## src/rtl/otp_disp_pkg.sv

```systemverilog
// Shared constants for the OTP display decoder: active-low 7-segment glyphs
// (bit6..0 = g..a), anode select codes and the publish FSM state type.
package otp_disp_pkg;

    localparam logic [6:0] GLYPH_0     = 7'h40;
    localparam logic [6:0] GLYPH_1     = 7'h79;
    localparam logic [6:0] GLYPH_2     = 7'h24;
    localparam logic [6:0] GLYPH_3     = 7'h30;
    localparam logic [6:0] GLYPH_4     = 7'h19;
    localparam logic [6:0] GLYPH_5     = 7'h12;
    localparam logic [6:0] GLYPH_6     = 7'h02;
    localparam logic [6:0] GLYPH_7     = 7'h78;
    localparam logic [6:0] GLYPH_8     = 7'h00;
    localparam logic [6:0] GLYPH_9     = 7'h10;
    localparam logic [6:0] GLYPH_A     = 7'h08;
    localparam logic [6:0] GLYPH_B     = 7'h03;
    localparam logic [6:0] GLYPH_C     = 7'h46;
    localparam logic [6:0] GLYPH_D     = 7'h21;
    localparam logic [6:0] GLYPH_E     = 7'h06;
    localparam logic [6:0] GLYPH_F     = 7'h0E;
    localparam logic [6:0] GLYPH_BLANK = 7'h7F;

    localparam logic [1:0] AN_DIGIT0  = 2'b10;
    localparam logic [1:0] AN_DIGIT1  = 2'b01;
    localparam logic [1:0] AN_BLANK   = 2'b11;
    localparam logic [1:0] AN_ILLEGAL = 2'b00;

    typedef enum logic {
        ST_COLLECT = 1'b0,
        ST_PRESENT = 1'b1
    } disp_state_e;

endpackage

```

## src/rtl/otp_disp_decoder_seg7.sv

```systemverilog
// Combinational 7-segment pattern to {legal, value} decoder; anything that
// is not one of the 16 hex glyphs reports legal = 0.
module otp_seg7_decode
    import otp_disp_pkg::*;
(
    input  logic [6:0] seg,
    output logic       legal,
    output logic [3:0] value
);

    always_comb begin
        legal = 1'b1;
        value = 4'h0;
        case (seg)
            GLYPH_0: value = 4'h0;
            GLYPH_1: value = 4'h1;
            GLYPH_2: value = 4'h2;
            GLYPH_3: value = 4'h3;
            GLYPH_4: value = 4'h4;
            GLYPH_5: value = 4'h5;
            GLYPH_6: value = 4'h6;
            GLYPH_7: value = 4'h7;
            GLYPH_8: value = 4'h8;
            GLYPH_9: value = 4'h9;
            GLYPH_A: value = 4'hA;
            GLYPH_B: value = 4'hB;
            GLYPH_C: value = 4'hC;
            GLYPH_D: value = 4'hD;
            GLYPH_E: value = 4'hE;
            GLYPH_F: value = 4'hF;
            default: legal = 1'b0;
        endcase
    end

endmodule

```

## src/rtl/otp_disp_decoder.sv

```systemverilog
// Recovers the OTP and user-entry digits from multiplexed 7-segment drive and
// publishes them with a valid/ready handshake. OTP_DISP_CHANGE_DET_EN adds code_changed.
//   state      | meaning
//   ST_COLLECT | waiting for all four digits (2 streams x 2 digits) to be captured
//   ST_PRESENT | codes published, code_valid high until code_ready
module otp_disp_decoder
    import otp_disp_pkg::*;
#(
    parameter int STABLE_CYCLES = 4
) (
    input  logic       clk,
    input  logic       reset,
    input  logic [6:0] lfsr_out,
    input  logic [6:0] user_out,
    input  logic [1:0] an,
    input  logic       code_ready,
    input  logic       err_clr,
    output logic       code_valid,
    output logic [7:0] otp_code,
    output logic [7:0] user_code,
    output logic       match,
    output logic       seg_err
`ifdef OTP_DISP_CHANGE_DET_EN
    ,
    output logic       code_changed
`endif
);

    localparam logic [3:0] CNT_MAX = 4'(STABLE_CYCLES);
    localparam logic [3:0] CNT_CAP = 4'(STABLE_CYCLES - 1);

    // Stream index 0 = lfsr_out, 1 = user_out; digit index from the anode.
    logic [1:0][6:0] pat;
    logic [1:0][3:0] dec;
    logic [1:0]      legal;
    logic            sel;
    logic            sel_valid;
    logic            err_now;
    logic            handshake;

    logic [1:0]           prev_an;
    logic [1:0][1:0][6:0] last_q;
    logic [1:0][1:0][3:0] cnt_q;
    logic [1:0][1:0][3:0] cap_q;
    logic [1:0][1:0]      flag_q;
    logic [7:0]           otp_next;
    logic [7:0]           user_next;
    disp_state_e          state;

    assign pat = {user_out, lfsr_out};

    otp_seg7_decode u_dec_otp (.seg(lfsr_out), .legal(legal[0]), .value(dec[0]));
    otp_seg7_decode u_dec_usr (.seg(user_out), .legal(legal[1]), .value(dec[1]));

    assign sel       = (an == AN_DIGIT1);
    assign sel_valid = (an == AN_DIGIT0) || (an == AN_DIGIT1);
    assign err_now   = (an == AN_ILLEGAL) || (sel_valid && !(&legal));
    assign handshake = code_valid && code_ready;
    assign otp_next  = {cap_q[0][1], cap_q[0][0]};
    assign user_next = {cap_q[1][1], cap_q[1][0]};

    always_ff @(posedge clk) begin
        if (reset) begin
            prev_an <= AN_BLANK;
            last_q  <= '0;
            cnt_q   <= '0;
            cap_q   <= '0;
            flag_q  <= '0;
            seg_err <= 1'b0;
        end else begin
            prev_an <= an;
            if (err_now)
                seg_err <= 1'b1;
            else if (err_clr)
                seg_err <= 1'b0;

            if (err_now || !sel_valid) begin
                cnt_q <= '0;
            end else begin
                for (int s = 0; s < 2; s++) begin
                    last_q[s][sel] <= pat[s];
                    if (an == prev_an && pat[s] == last_q[s][sel]) begin
                        if (cnt_q[s][sel] != CNT_MAX)
                            cnt_q[s][sel] <= cnt_q[s][sel] + 4'd1;
                        if (cnt_q[s][sel] == CNT_CAP) begin
                            cap_q[s][sel]  <= dec[s];
                            flag_q[s][sel] <= 1'b1;
                        end
                    end else begin
                        cnt_q[s][sel] <= 4'd1;
                    end
                end
            end

            // Accepting the published codes restarts collection from scratch.
            if (handshake)
                flag_q <= '0;
        end
    end

`ifdef OTP_DISP_CHANGE_DET_EN
    logic [7:0] prev_code;
    logic       prev_seen;
`endif

    always_ff @(posedge clk) begin
        if (reset) begin
            state      <= ST_COLLECT;
            code_valid <= 1'b0;
            otp_code   <= '0;
            user_code  <= '0;
            match      <= 1'b0;
`ifdef OTP_DISP_CHANGE_DET_EN
            code_changed <= 1'b0;
            prev_code    <= '0;
            prev_seen    <= 1'b0;
`endif
        end else begin
`ifdef OTP_DISP_CHANGE_DET_EN
            code_changed <= 1'b0;
`endif
            case (state)
                ST_COLLECT: begin
                    if (&flag_q) begin
                        state      <= ST_PRESENT;
                        code_valid <= 1'b1;
                        otp_code   <= otp_next;
                        user_code  <= user_next;
                        match      <= (otp_next == user_next);
`ifdef OTP_DISP_CHANGE_DET_EN
                        code_changed <= !prev_seen || (otp_next != prev_code);
                        prev_code    <= otp_next;
                        prev_seen    <= 1'b1;
`endif
                    end
                end
                ST_PRESENT: begin
                    if (code_ready) begin
                        state      <= ST_COLLECT;
                        code_valid <= 1'b0;
                        match      <= 1'b0;
                    end
                end
                default: begin
                    state      <= ST_COLLECT;
                    code_valid <= 1'b0;
                end
            endcase
        end
    end

endmodule

```

## config.mk

```make
export PLATFORM = sky130hd
export DESIGN_NAME = otp_disp_decoder
export DESIGN_NICKNAME = d
export VERILOG_FILES = /design/src/rtl/otp_disp_pkg.sv /design/src/rtl/otp_disp_decoder_seg7.sv /design/src/rtl/otp_disp_decoder.sv
export SDC_FILE = /design/constraint.sdc
export NUM_CORES = 1
export LEC_CHECK = 0
export CORE_MARGIN = 2
export CORE_UTILIZATION = 50
export DETAILED_ROUTE_END_ITERATION = 8
export PLACE_DENSITY_LB_ADDON = 0.2
export SYNTH_ARGS = -nofsm -noshare
export SYNTH_HDL_FRONTEND = slang
export SYNTH_SLANG_ARGS = --single-unit
```

## constraint.sdc

```tcl
create_clock -name clk -period 2.8 [get_ports clk]
set_clock_uncertainty 0.1 [all_clocks]
set_input_delay 0.42 -clock clk [delete_from_list [all_inputs] [get_ports clk]]
set_output_delay 0.42 -clock clk [all_outputs]
set_load 0.01 [all_outputs]
```

==> impl_metrics.json <==
{
  "status": "complete, no violations",
  "fin_crit_sh_pct": 95.4,
  "ios": 39,
  "pre_cts_ws_ns": -0.299,
  "drcViolationCount": 0,
  "crit_type": "in2reg",
  "die_h_um": 101,
  "grt_overflow": 0,
  "min_period_ns": 2.67,
  "p_seq_share_pct": 46.6,
  "ir_drop_v": 0.000275,
  "finalPower_mw": 2.63,
  "dr.pass1.iters": 5,
  "clock_power_share_pct": 41.2,
  "clk_pin_slew_ns": 0.09,
  "gp_congestion": 0.842,
  "r2r_slack_ns": 0.95,
  "synth_top_area_cell": "dfxtp_1",
  "cts_tree": "built",
  "fillCellCount": 792,
  "fin_cells": 779,
  "vias": 4455,
  "antenna_left": 0,
  "dp.cells": 763,
  "drive_gt1_share_pct": 19.3,
  "critPathMaxFanout": 34,
  "cp.arrival_ns": 2.87,
  "async_flop_share_pct": 0,
  "htreeDepth": 3,
  "hold_viol": 0,
  "leakage_nw": 2.25,
  "clockBufferDepth": 2,
  "fin_area_mm2": 0.00597,
  "synth_edf_count": 0,
  "synth_area_mm2": 0.00469,
  "max_slew_margin_pct": 49.3,
  "grt_pass1_vias": 4333,
  "grt_first_pass_wirelength_um": 20200,
  "cts.sinks": 86,
  "tightest_slew_ns": 0.758,
  "worstReg2RegEnd": "cnt_q[15]$_SDFFE_PP0P_",
  "synth-seq-cells": 86,
  "insertion_delay_ns": 0.36,
  "cp.depth": 11,
  "dieArea_mm2": 0.0102,
  "cp_slowest_stage_delay_ns": 0.43,
  "vias_per_cell": 5.72,
  "startpoint_type": "input port",
  "drv_slew": 0,
  "cp_cell_sequence": "clkdlybuf4s50_1 > inv_1 > ha_2 > buf_12 > mux2i_1 > xor2_1 > nand4_1 > buf_4 > o31a_1 > nand2b_1 > a21oi_2",
  "grt_use_total_pct": 24.2,
  "dpl_cell_area_mm2": 0.00569,
  "min_from": "reset",
  "hp-class": "in2reg",
  "ys_types": 54,
  "hold-path-endpoint": "seg_err$_SDFFE_PP0P_",
  "diodes": 0,
  "rows": 35,
  "grt_max_degree": 54,
  "switching_share_pct": 24.5,
  "worst_slack_ns": 0.128,
  "fmax_ghz": 0.374,
  "synth_nets": 603,
  "postRouteWirelength_um": 11900,
  "internal-power_mw": 1.99,
  "numCtsBuffers": 9,
  "slowest_stage": "clkdlybuf4s50_1",
  "yosys.cell_count.top_type": "dfxtp_1",
  "required_ns": 3.00,
  "reg2regPathDepth": 8,
  "yosys-top-cells-count": "dfxtp_1, nand2_1, a21oi_1, o21ai_0, nand4_1",
  "synthTopCellsByArea": "dfxtp_1, mux2i_1, a21oi_1",
  "power_switching_mw": 0.646,
  "antenna_found_initial": 0,
  "initial_utilization_pct": 51.3,
  "cts-root-buf": "clkbuf_8",
  "initialDrtViolationCount": 233,
  "synthCells": 577,
  "power_frac_comb_pct": 12.1,
  "ys_seq_area_share_pct": 36.7,
  "core_area_mm2": 0.00915,
  "holdPathStages": 2,
  "worst_r2r_startpoint": "last_q[17]$_SDFFE_PP0P_",
  "avgSynthCellArea_um2": 8.13,
  "dp.final_hpwl_um": 8540,
  "ys_warn_count": 0,
  "p_per_area_mw_per_mm2": 441,
  "crit_family": "buffers and inverters",
  "max_cap_viol_count": 0,
  "final-setup-viol-count": 0,
  "nets": 689,
  "wl_per_cell_um": 15.2,
  "portBuffers": 38,
  "die_w_um": 101,
  "crit_buf_inv": 4,
  "yosys_most_used_dff": "dfxtp_1",
  "cts_hold_buf": 0,
  "area_growth_pct": 27.3,
  "synth_top_area_share_pct": 36.7,
  "end_kind": "register",
  "cts_setup_buffers": 0
}
[worst max-delay path by stage]
stage | startpoint | end | slack (ns)
4_1_cts | lfsr_out[1] | cnt_q[12]$_SDFFE_PP0P_ | 0.08
6_report | an[1] | cnt_q[2]$_SDFFE_PP0P_ | 0.13
5_1_grt | lfsr_out[0] | cnt_q[0]$_SDFFE_PP0P_ | -0.004
3_3_place_gp | user_out[0] | cnt_q[4]$_SDFFE_PP0P_ | -0.19
3_5_place_dp | lfsr_out[1] | cnt_q[12]$_SDFFE_PP0P_ | -0.30
2_1_floorplan | an[1] | cnt_q[6]$_SDFFE_PP0P_ | 0.01
[cells in the final DEF (no fill, tap or decap), types with 3 or more instances in the layout]
cell type | Yosys | layout
dfxtp_1 | 86 | 86
buf_4 | 0 | 83
nand2_1 | 65 | 65
a21oi_1 | 55 | 55
o21ai_0 | 43 | 43
nand4_1 | 39 | 39
mux2i_1 | 38 | 37
clkdlybuf4s50_1 | 0 | 35
xor2_1 | 23 | 23
nor2_1 | 22 | 21
nand3_1 | 18 | 18
inv_1 | 16 | 16
nand2b_1 | 13 | 13
nor3_1 | 14 | 12
clkbuf_8 | 0 | 10
a21oi_2 | 9 | 9
nor3b_1 | 7 | 7
and2_1 | 6 | 6
xnor2_1 | 5 | 5
and3b_1 | 5 | 5
ha_1 | 6 | 5
nor4_1 | 4 | 4
a311oi_1 | 4 | 4
nor2b_1 | 3 | 3
a31oi_1 | 3 | 3
o31a_1 | 3 | 3
a21boi_0 | 3 | 3
bufinv_16 | 0 | 3
buf_12 | 0 | 3
[per-stage QoR]
step	hold WS (ns)	TNS (ns)	util (%)
finish	0.182	0	65.2
global route	0.206	-0.00360	65.2
CTS	0.184	0	64.9
detailed placement	0.348	-10.69	62.1
global placement	0.343	-5.39	62.1
floorplan	0.334	0	-
[power by group through the flow]
stage | combinational [mW] | sequential (mW) | clock [mW]
final | 0.320 | 1.23 | 1.09
after global routing | 0.344 | 1.23 | 1.15
after CTS | 0.314 | 1.23 | 1.09
after detailed placement | 0.311 | 1.26 | 0
after global placement | 0.306 | 1.26 | 0
after floorplan | 0.164 | 1.26 | 0
[layout make-up]
type,instances,area [µm²],share of cell area (%)
inverter,16,60.1,1.01
tap,111,139,2.33
timing repair buffer,124,1060,17.8
clock inverter,5,106,1.78
clock buffer,11,141,2.37
multi-input combinational,426,2740,45.9
sequential,86,1720,28.8
[flip-flops by register name, summed over array words and instances (netlist names)]
register    count
prev_an         2
cnt_q          16
match           1
state           1
code_valid      1
cap_q          16
seg_err         1
flag_q          4
last_q         28
user_code       8
otp_code        8
[routing by layer]
layer / up-vias / track usage, % / wire length, µm
met2: 71 / 39.0 / 5680
li1: 2243 / - / -
met3: 13 / 2.64 / 361
met5: - / 0 / 0
met4: 0 / 7.90 / 161
met1: 2128 / 34.0 / 5660
[kinds of logic after synthesis]
group                    Yosys count  synth area share (%)
AO/OA/AOI/OAI                    138                  17.8
XOR/XNOR                          28                  5.23
adder cells (fa/ha/maj)            6                  1.60
buffers and inverters             65                  5.71
flip-flops                        86                  36.7
multiplexers                      39                  8.35
AND/OR/NAND/NOR                  215                  24.6
[timing repair]
item / in CTS / in global routing
setup endpoints to repair: 0 / 31
hold endpoints to repair: 0 / 0
resized for setup: 0 / 10
(Power assumes the default switching activity.)
==> edit 1 (config.mk and constraints unchanged) <==
Put one more register stage on the output `seg_err`, with the module's reset. The value now appears one clock later. The other outputs are not delayed to match.
--- a/src/rtl/otp_disp_decoder.sv
+++ b/src/rtl/otp_disp_decoder.sv
@@ -28,6 +28,8 @@
 
     localparam logic [3:0] CNT_MAX = 4'(STABLE_CYCLES);
     localparam logic [3:0] CNT_CAP = 4'(STABLE_CYCLES - 1);
+
+    logic seg_err_s0;
 
     // Stream index 0 = lfsr_out, 1 = user_out; digit index from the anode.
     logic [1:0][6:0] pat;
@@ -66,13 +68,13 @@
             cnt_q   <= '0;
             cap_q   <= '0;
             flag_q  <= '0;
-            seg_err <= 1'b0;
+            seg_err_s0 <= 1'b0;
         end else begin
             prev_an <= an;
             if (err_now)
-                seg_err <= 1'b1;
+                seg_err_s0 <= 1'b1;
             else if (err_clr)
-                seg_err <= 1'b0;
+                seg_err_s0 <= 1'b0;
 
             if (err_now || !sel_valid) begin
                 cnt_q <= '0;
@@ -149,5 +151,13 @@
         end
     end
 
+    always_ff @(posedge clk) begin
+        if (reset) begin
+            seg_err <= '0;
+        end else begin
+            seg_err <= seg_err_s0;
+        end
+    end
+
 endmodule
 
Formal check against the unedited RTL: not equivalent (Yosys sat finds a counterexample within 4 cycles, from zero or initial values and one cycle with reset high).
==> edit 1 against the original RTL <==
Sequential cell count increased by 1. Hold slack got worse by 0.014 ns. Synthesized area increased by 9.1%. Via count increased by 4.8%. Routed wire length increased by 10%. Cell area increased by 11%. Utilization increased by 1.7 points. Power decreased by 7.4%. Setup slack got worse by 0.030 ns.
==> edit 1: results (changes against the original RTL) <==
Routed wl met3: 438 µm (+21%)
Mapped Nets: 621 (+3.0%)
Post-synthesis compound-gate area fraction: 0.182 (+0.00344)
Leak pwr: 0.00255 µW (+14%)
Global-route usage over all layers: 0.244 (+0.00226)
Hpwl dp: 9.69 mm (+13%)
Top cells by area, synth: dfxtp_1 34%, mux2i_1 6.1%, nor2b_1 5.3%
Most frequent cells after synthesis: 87 x dfxtp_1, 46 x nand2_1, 43 x nor2b_1, 37 x a21oi_1, 37 x o21ai_0
CP top delay family: simple AND/OR/NAND/NOR gates
Netlist cell types: 66 (+22%)
GRT met2 Usage: 0.397 (+0.00749)
# fillers: 811 (+2.4%)
Slew headroom: 0.483 (-0.00999)
Crit Path Max Fanout: 8 (-76%)
GRT met3 Usage: 0.0268 (+0.000472)
Met2 WL: 6.07 mm (+6.8%)
Mux cell area share after synthesis: 0.0746 (-0.00894)
DR WL/cell: 15.3 µm (+0.74%)
Metal-1 WL: 6.28 mm (+11%)
Register area share after synthesis: 0.340 (-0.0268)
Iteration-0 DRC Markers: 310 (+33%)
FF-to-FF setup slack: 0.59 ns (-0.36 ns)
Hold slack: 0.168 ns (-0.0139 ns)
Status: finished, final reports clean
Largest net degree at the start of global routing: 42 (-22%)
DP Area: 0.00635 mm² (+12%)
Number of global-route vias before repair: 4489 (+3.6%)
Placer Congestion: 0.928 (+10%)
Final Cell Area: 0.00661 mm² (+11%)
VDD IR max: 0.209 mV (-24%)
CP startpoint: user_out[5]
Worst Path Arrival: 2.88 ns (about the same)
Worst Reg-to-Reg Cells: 6 (-2)
Post-Synth XOR/XNOR Area: 0.0496 (-0.00266)
Crit path capture: cnt_q[8]$_SDFFE_PP0P_
Layout cells sized above 1: 0.255 (+0.0618)
M1 GR Usage: 0.330 (-0.00994)
Synth Area in Adders: 0.0147 (-0.00134)
Reg2reg start: prev_an[0]$_SDFF_PP1_
First-pass GRT wire length: 21.9 mm (+8.5%)
Fin nets: 739 (+7.3%)
[edit 1: where the power goes]
part	leakage [µW]	switching, µW	internal (µW)
Clock	0.0000918	486	357
Sequential	0.000702	1.93	1240
Combinational	0.00176	181	173
Total	0.00255	669	1770
[edit 1: layout make-up]
| type | count | share of cell area |
|---|---|---|
| Clock buffer | 11 | 0.0214 |
| Sequential cell | 87 | 0.264 |
| Timing Repair Buffer | 153 | 0.195 |
| Tap cell | 133 | 0.0252 |
| Multi-Input combinational cell | 451 | 0.480 |
| Inverter | 11 | 0.00814 |
| Clock inverter | 5 | 0.00625 |
[edit 1: per-stage QoR]
stage          instances  setup WS [ns]  total power (µW)
6_report             851         0.0980              2440
3_3_place_gp         831         -0.500              1610
2_1_floorplan        595        -0.0273              1460
4_1_cts              847        0.00561              2440
3_5_place_dp         831         -0.567              1620
5_1_grt              851        0.00182              2520
[edit 1: timing repair]
item,CTS,global route
setup buffers,0,4
pin swaps,1,4
endpoints found under the setup margin,20,27
cloned,0,0
gates resized for setup,4,6
==> edit 2 (config.mk and constraints unchanged) <==
Without the edit above. Add a define of `OTP_DISP_CHANGE_DET_EN`.
--- a/src/rtl/otp_disp_decoder.sv
+++ b/src/rtl/otp_disp_decoder.sv
@@ -3,6 +3,8 @@
 //   state      | meaning
 //   ST_COLLECT | waiting for all four digits (2 streams x 2 digits) to be captured
 //   ST_PRESENT | codes published, code_valid high until code_ready
+`define OTP_DISP_CHANGE_DET_EN
+
 module otp_disp_decoder
     import otp_disp_pkg::*;
 #(
Function (old outputs only; new: code_changed): kept (Yosys induction, for registers that start in step).
==> edit 2 against the original RTL <==
Sequential share of layout area increased by 0.43 points. Routed wire length fell by 4.6%. Sequential cell count grew 2. Critical path type unchanged. Largest power group unchanged. Register-to-register slack worse by 0.42 ns. Synthesized area barely moved. Synthesized cell count fell by 5.4%. Cell area up 0.82%. Power decreased by 8.7%. Combinational power down 13%. Setup slack lost 0.096 ns. Clock power fell by 20%.
==> edit 2: results (changes against the original RTL) <==
Status: finished, final reports clean
Placer Congestion: 0.861 (+2.3%)
Postcts setup bufs: 3 (+3)
Post-synthesis compound-gate area fraction: 0.137 (-0.0415)
First-pass GRT wire length: 18.5 mm (-8.6%)
Hold slack: 0.155 ns (-0.0277 ns)
Global-route usage over all layers: 0.224 (-0.0181)
Post-Synth XOR/XNOR Area: 0.0635 (+0.0112)
DR pass1 iterations: 4 (-1)
Layout cells sized above 1: 0.204 (+0.0113)
Top cells by area, synth: dfxtp_1 38%, mux2i_1 13%, nand2_1 4.6%
Met2 WL: 5.66 mm (-0.40%)
Port Buf Inserts: 39 (+2.6%)
Worst Reg-to-Reg Cells: 6 (-2)
Via count: 4185 (-6.1%)
Fin cells: 752 (-3.5%)
Slowest cell on crit path: or4b_4
DP Area: 0.00560 mm² (-1.6%)
Number of global-route vias before repair: 4013 (-7.4%)
Pre-CTS setup slack: -0.492 ns (-0.192 ns)
GRT met3 Usage: 0.0361 (+0.00971)
Reg2reg start: last_q[27]$_SDFFE_PP0P_
Hpwl dp: 7.87 mm (-7.9%)
Crit Path Max Fanout: 6 (-82%)
Iteration-0 DRC Markers: 214 (-8.2%)
Most frequent cells after synthesis: 88 x dfxtp_1, 60 x mux2i_1, 58 x nand2_1, 58 x nor2_1, 37 x a21oi_1
Dpl cells: 728 (-4.6%)
Mapped Nets: 572 (-5.1%)
Slowest stage delay, CP: 0.63 ns (+0.20 ns)
Pint: 1740 µW (-13%)
Largest net degree at the start of global routing: 56 (+3.7%)
# fillers: 745 (-5.9%)
FF-to-FF setup slack: 0.53 ns (-0.42 ns)
Worst Path Arrival: 2.92 ns (+0.05 ns)
Final min period: 2.77 ns (+0.0964 ns)
Power density over cell area: 399 mW/mm² (-9.4%)
Post-CTS Resized: 11 (+11)
Hold endpoint: code_valid$_SDFFE_PP0P_
Syn Area/Cell: 8.59 µm² (+5.6%)
Routed WL: 11.3 mm (-4.6%)
Mux cell area share after synthesis: 0.147 (+0.0630)
Register area: 0.00176 mm² (+2.3%)
==> edit 2: changes by cell type after synthesis, moves of 7 or more <==
cell	before	now
a21oi_1	55	37
o21ai_0	43	24
a21oi_2	9	0
nand2b_1	13	4
nor2_1	22	58
nand3_1	18	2
nand4_1	39	7
buf_2	7	18
clkbuf_1	37	15
xor2_1	23	16
mux2i_1	38	60
xnor2_1	5	18
nand2_1	65	58
==> edit 2: area by class of cell <==
cell class,count,share of cell area
clock inverter,7,0.0116
sequential,88,0.293
clock buffer,9,0.0206
timing repair buffer,118,0.180
inverter,16,0.00998
tap,111,0.0231
multi-input combinational,403,0.462
==> edit 2: power groups by stage <==
stage / registers [µW] / logic (µW) / clock network [µW]
after floorplan: 1290 / 141 / 0
after global placement: 1290 / 250 / 0
after detailed placement: 1290 / 255 / 0
after CTS: 1260 / 262 / 889
after global routing: 1260 / 299 / 940
final: 1260 / 277 / 871
